## config.mk

```make
export PLATFORM = sky130hd
export DESIGN_NAME = jump_timing_ctrl
export DESIGN_NICKNAME = d
export VERILOG_FILES = /design/src/rtl/jump_timing_ctrl.sv
export SDC_FILE = /design/constraint.sdc
export NUM_CORES = 1
export LEC_CHECK = 0
export CAP_MARGIN = 5
export CORE_MARGIN = 2
export CORE_UTILIZATION = 25
export CTS_CLUSTER_DIAMETER = 80
export DETAILED_ROUTE_END_ITERATION = 10
export HOLD_SLACK_MARGIN = 0.15
export SLEW_MARGIN = 20
export SYNTH_ARGS = -nofsm -noshare
export SYNTH_HDL_FRONTEND = slang
export SYNTH_SLANG_ARGS = --single-unit
```

## constraint.sdc

```tcl
create_clock -name Clk -period 1.83 [get_ports Clk]
set_clock_uncertainty 0.2 [all_clocks]
set_input_delay 0.366 -clock Clk [delete_from_list [all_inputs] [get_ports Clk]]
set_output_delay 0.366 -clock Clk [all_outputs]
set_load 0.05 [all_outputs]
```

## src/rtl/jump_timing_ctrl.sv

```systemverilog
// jump_timing_ctrl: game-mode FSM (IDLE/PLAY/HALT) driven by HID keycodes, plus the jump/gravity cadence counters.
// Latency: outstate, count and sub_count update one Clk after the causing edge; loadplat follows state combinationally.
// Backpressure: none; every input is sampled on every rising edge and all outputs are always valid.
module jump_timing_ctrl #(
  parameter int         CNT_W       = 7,
  parameter int         SUB_W       = 2,
  parameter int         SUB_TAP     = 5,
  parameter logic [7:0] KEY_START   = 8'd44,
  parameter logic [7:0] KEY_HALT    = 8'd41,
  parameter logic [7:0] KEY_RESTART = 8'd21
) (
  input  logic             Clk,
  input  logic             Reset,
  input  logic             frame_tick,
  input  logic [7:0]       keycode,
  input  logic             cnt_clear,
  input  logic             cnt_enable,
  output logic [2:0]       outstate,
  output logic             loadplat,
  output logic [CNT_W-1:0] count,
  output logic [SUB_W-1:0] sub_count
);

  // Mode codes double as the externally visible outstate value.
  typedef enum logic [2:0] {
    IDLE = 3'b000,
    PLAY = 3'b001,
    HALT = 3'b010
  } modeState_t;

  modeState_t modeState;
  modeState_t modeNext;

  // Counter step qualifiers; the sub-counter taps the pre-update primary count.
  logic countStep;
  logic subStep;

  assign countStep = frame_tick && cnt_enable;
  assign subStep   = frame_tick && count[SUB_TAP];

  // Mode register: reset wins, otherwise take the decoded next mode.
  always_ff @(posedge Clk) begin
    if (Reset) begin
      modeState <= IDLE;
    end else begin
      modeState <= modeNext;
    end
  end

  // Next-mode decode: each key only matches the exit of its own mode, so a held key fires once.
  always_comb begin
    modeNext = modeState;
    loadplat = 1'b0;
    case (modeState)
      IDLE: begin
        loadplat = 1'b1;
        if (keycode == KEY_START) begin
          modeNext = PLAY;
        end
      end
      PLAY: begin
        if (keycode == KEY_HALT) begin
          modeNext = HALT;
        end
      end
      HALT: begin
        if (keycode == KEY_RESTART) begin
          modeNext = IDLE;
        end
      end
      default: begin
        modeNext = IDLE;
      end
    endcase
  end

  assign outstate = modeState;

  // Primary jump counter: clear beats enable, advances once per enabled frame, wraps naturally.
  always_ff @(posedge Clk) begin
    if (Reset || cnt_clear) begin
      count <= '0;
    end else if (countStep) begin
      count <= count + CNT_W'(1);
    end
  end

  // Prescaled gravity counter: steps every frame while the tap bit is set, even if count is frozen.
  always_ff @(posedge Clk) begin
    if (Reset || cnt_clear) begin
      sub_count <= '0;
    end else if (subStep) begin
      sub_count <= sub_count + SUB_W'(1);
    end
  end

endmodule

```

==> metrics.csv <==
metric;value;unit
status;completed;
crit path kind;in2reg;
CTS tree;done;
later-pin clock latency in the skew report;0.26;ns
WP data arrival;1.64;ns
Iteration-0 DRC Markers;10;
root buf cell;clkbuf_4;
input/output buffers;24;
Tightest Hold Check Type;reg2reg;
critical path fanouts, max;2;
H-tree level count;1;
Post-Syn Nets;78;
Netlist cell types;26;
site row count;16;
DR WL/cell;10.3;um
Power Density;482;nW/um^2
fraction of layout cells with a size suffix above 1;25.5;%
initial antenna violation count;0;
DR pass1 iterations;4;
GRT overflow;0;
CTS max path bufs;2;
Via Count;566;
Setup Viol. Count Final;0;
RSZ-0062 raised after global routing;no;
Switch Pwr;0.105;mW
area grow syn2layout;79.1;%
n_diodes;0;
Chip Width;50.4;um
Post-Layout Cell Count;121;
total track usage;11.0;%
vias in the first global route;564;
largest net degree at the start of global routing;10;
number of remaining DRC errors;0;
Reg power frac;51.7;%
Ys Warns;0;
HPWL Detailed;1.04;mm
first-pass GRT wire length;2.17;mm
post-placement cell count;117;
gpl congestion;0.727;
Yosys top cell by area;dfxtp_1;
Post-CTS Repair Setup Buffers;0;
Routed WL;1.25;mm
Nets;109;
CP startpoint kind;input pin;
# Max-Cap Violations;0;
die height;50.4;um
Yosys reg bits;11;
Synth Instances;64;
register area share after synthesis;40.8;%
Num CTS Buffers;3;
Leak;0.350;nW
Hold Vio Cnt, Final;0;
Final ANT Viol Nets;0;
CTS Hold Bufs;0;
Clk pin slew, worst setup/hold paths;0.06;ns
core region area;2000;sq um
DIE AREA;2540;sq um
Synth area leaders;dfxtp_1, xor2_1, nand3_1;
Logic pwr share;14.0;%
Worst Hold Margin;0.298;ns
Sinks on Clock Net;11;
Clock power frac;34.3;%
fin. max-slew vios;0;
drt via density;4.68;
Starting Density;26.9;%
peak supply drop;0.348;mV
Yosys top cell area share;40.8;%
Int Power;0.361;mW
worst path required time;1.77;ns
Post-Syn Area per Cell;8.43;sq um
fmax;587;MHz
I/O pin count;26;
CP endpoint kind;flip-flop;
Post-CTS Resized;0;
period utilization;93.1;%
synthesized cell area;539;sq um
Sw Ratio;22.5;%
min Tclk post-route;1.70;ns
[power groups by stage]
stage	Clock (mW)	Sequential, mW	Combinational, mW
after floorplan	0	0.251	0.0189
after detailed placement	0	0.247	0.0653
final	0.160	0.241	0.0651
after global routing	0.178	0.241	0.0704
after CTS	0.170	0.241	0.0655
after global placement	0	0.246	0.0643
[cells in the final DEF, fill, tap and decap left out, drive strengths merged, types with 2 or more instances in the layout]
| cell type | instances |
|---|---|
| nand3 | 6 |
| clkdlybuf4s50 | 12 |
| xor2 | 4 |
| o21ai | 5 |
| buf | 16 |
| nand2 | 6 |
| nor2 | 5 |
| clkbuf | 4 |
| a21oi | 5 |
| dfxtp | 11 |
| nand4 | 2 |
| or3 | 4 |
[stage by stage]
stage | utilization [%] | worst slack, ns | TNS, ns | instance area (sq um) | total power [mW]
finish | 48.3 | 0.127 | 0 | 966 | 0.466
global route | 48.3 | 0.0547 | 0 | 966 | 0.490
CTS | 48.3 | 0.0468 | 0 | 966 | 0.476
detailed placement | 46.9 | -0.233 | -0.248 | 940 | 0.312
global placement | 46.9 | -0.184 | -0.184 | 940 | 0.311
floorplan | - | 0.00575 | 0 | 539 | 0.270
[cell families after synthesis]
family          share of synthesized area, %
buf+inv                                 2.78
compound gates                          13.5
other cells                            0.695
fa+ha+maj                               2.32
flops                                   40.8
xor+xnor                                6.50
simple gates                            33.4
[worst paths after layout]
path / from / end / slack (ns) / cells past startpoint
setup reg to reg: count[0]$_SDFFE_PP0P_ / count[6]$_SDFFE_PP0P_ / 0.36 / 4
setup / recovery: keycode[1] / outstate[1]$_SDFFE_PP0P_ / 0.13 / 4
hold / removal: count[6]$_SDFFE_PP0P_ / count[6]$_SDFFE_PP0P_ / 0.30 / 2
hold reg to reg: count[6]$_SDFFE_PP0P_ / count[6]$_SDFFE_PP0P_ / 0.30 / 2
[cell usage after synthesis]
cell type,count
conb_1,1
or4b_4,1
clkbuf_1,1
nand2_1,6
or2_2,1
xor2_1,4
inv_1,1
and3b_1,1
nor4_1,1
a21oi_1,5
nand3_1,6
buf_4,1
o21ai_1,1
nor3_1,1
o22ai_1,1
o41ai_2,1
ha_1,1
nor2_1,5
and3_1,1
nand4_1,2
dfxtp_1,11
or3b_2,1
and2b_2,1
or3_1,4
o21ai_0,4
nor3b_1,1
[per-layer routing]
metal  up-vias  share of wire, %  global-route usage (%)  wire length, um
met5         -                 0                       0                0
met4         0               1.1                    5.41               14
met3         2               3.2                    1.79               40
met2        14                51                    19.7              633
met1       259                45                    12.5              560
li1        291                 -                       -                -
[state kept, by name (all words and copies together), names as in the netlist]
name	flops
count	7
outstate	2
sub_count	2
[layout make-up]
| type | count | area [sq um] |
|---|---|---|
| Inverter | 1 | 3.75 |
| Sequential cell | 11 | 220 |
| Tap cell | 27 | 33.8 |
| Fill cell | 194 | 1040 |
| Timing Repair Buffer | 28 | 378 |
| Clock buffer | 4 | 26.3 |
| Multi-Input combinational cell | 50 | 304 |
[worst max-delay path: stages]
cell	delay [ns]
clkdlybuf4s50_1	0.42
or4b_4	0.55
o41ai_2	0.21
o21ai_1	0.09
Power figures use the tool's default switching activity.
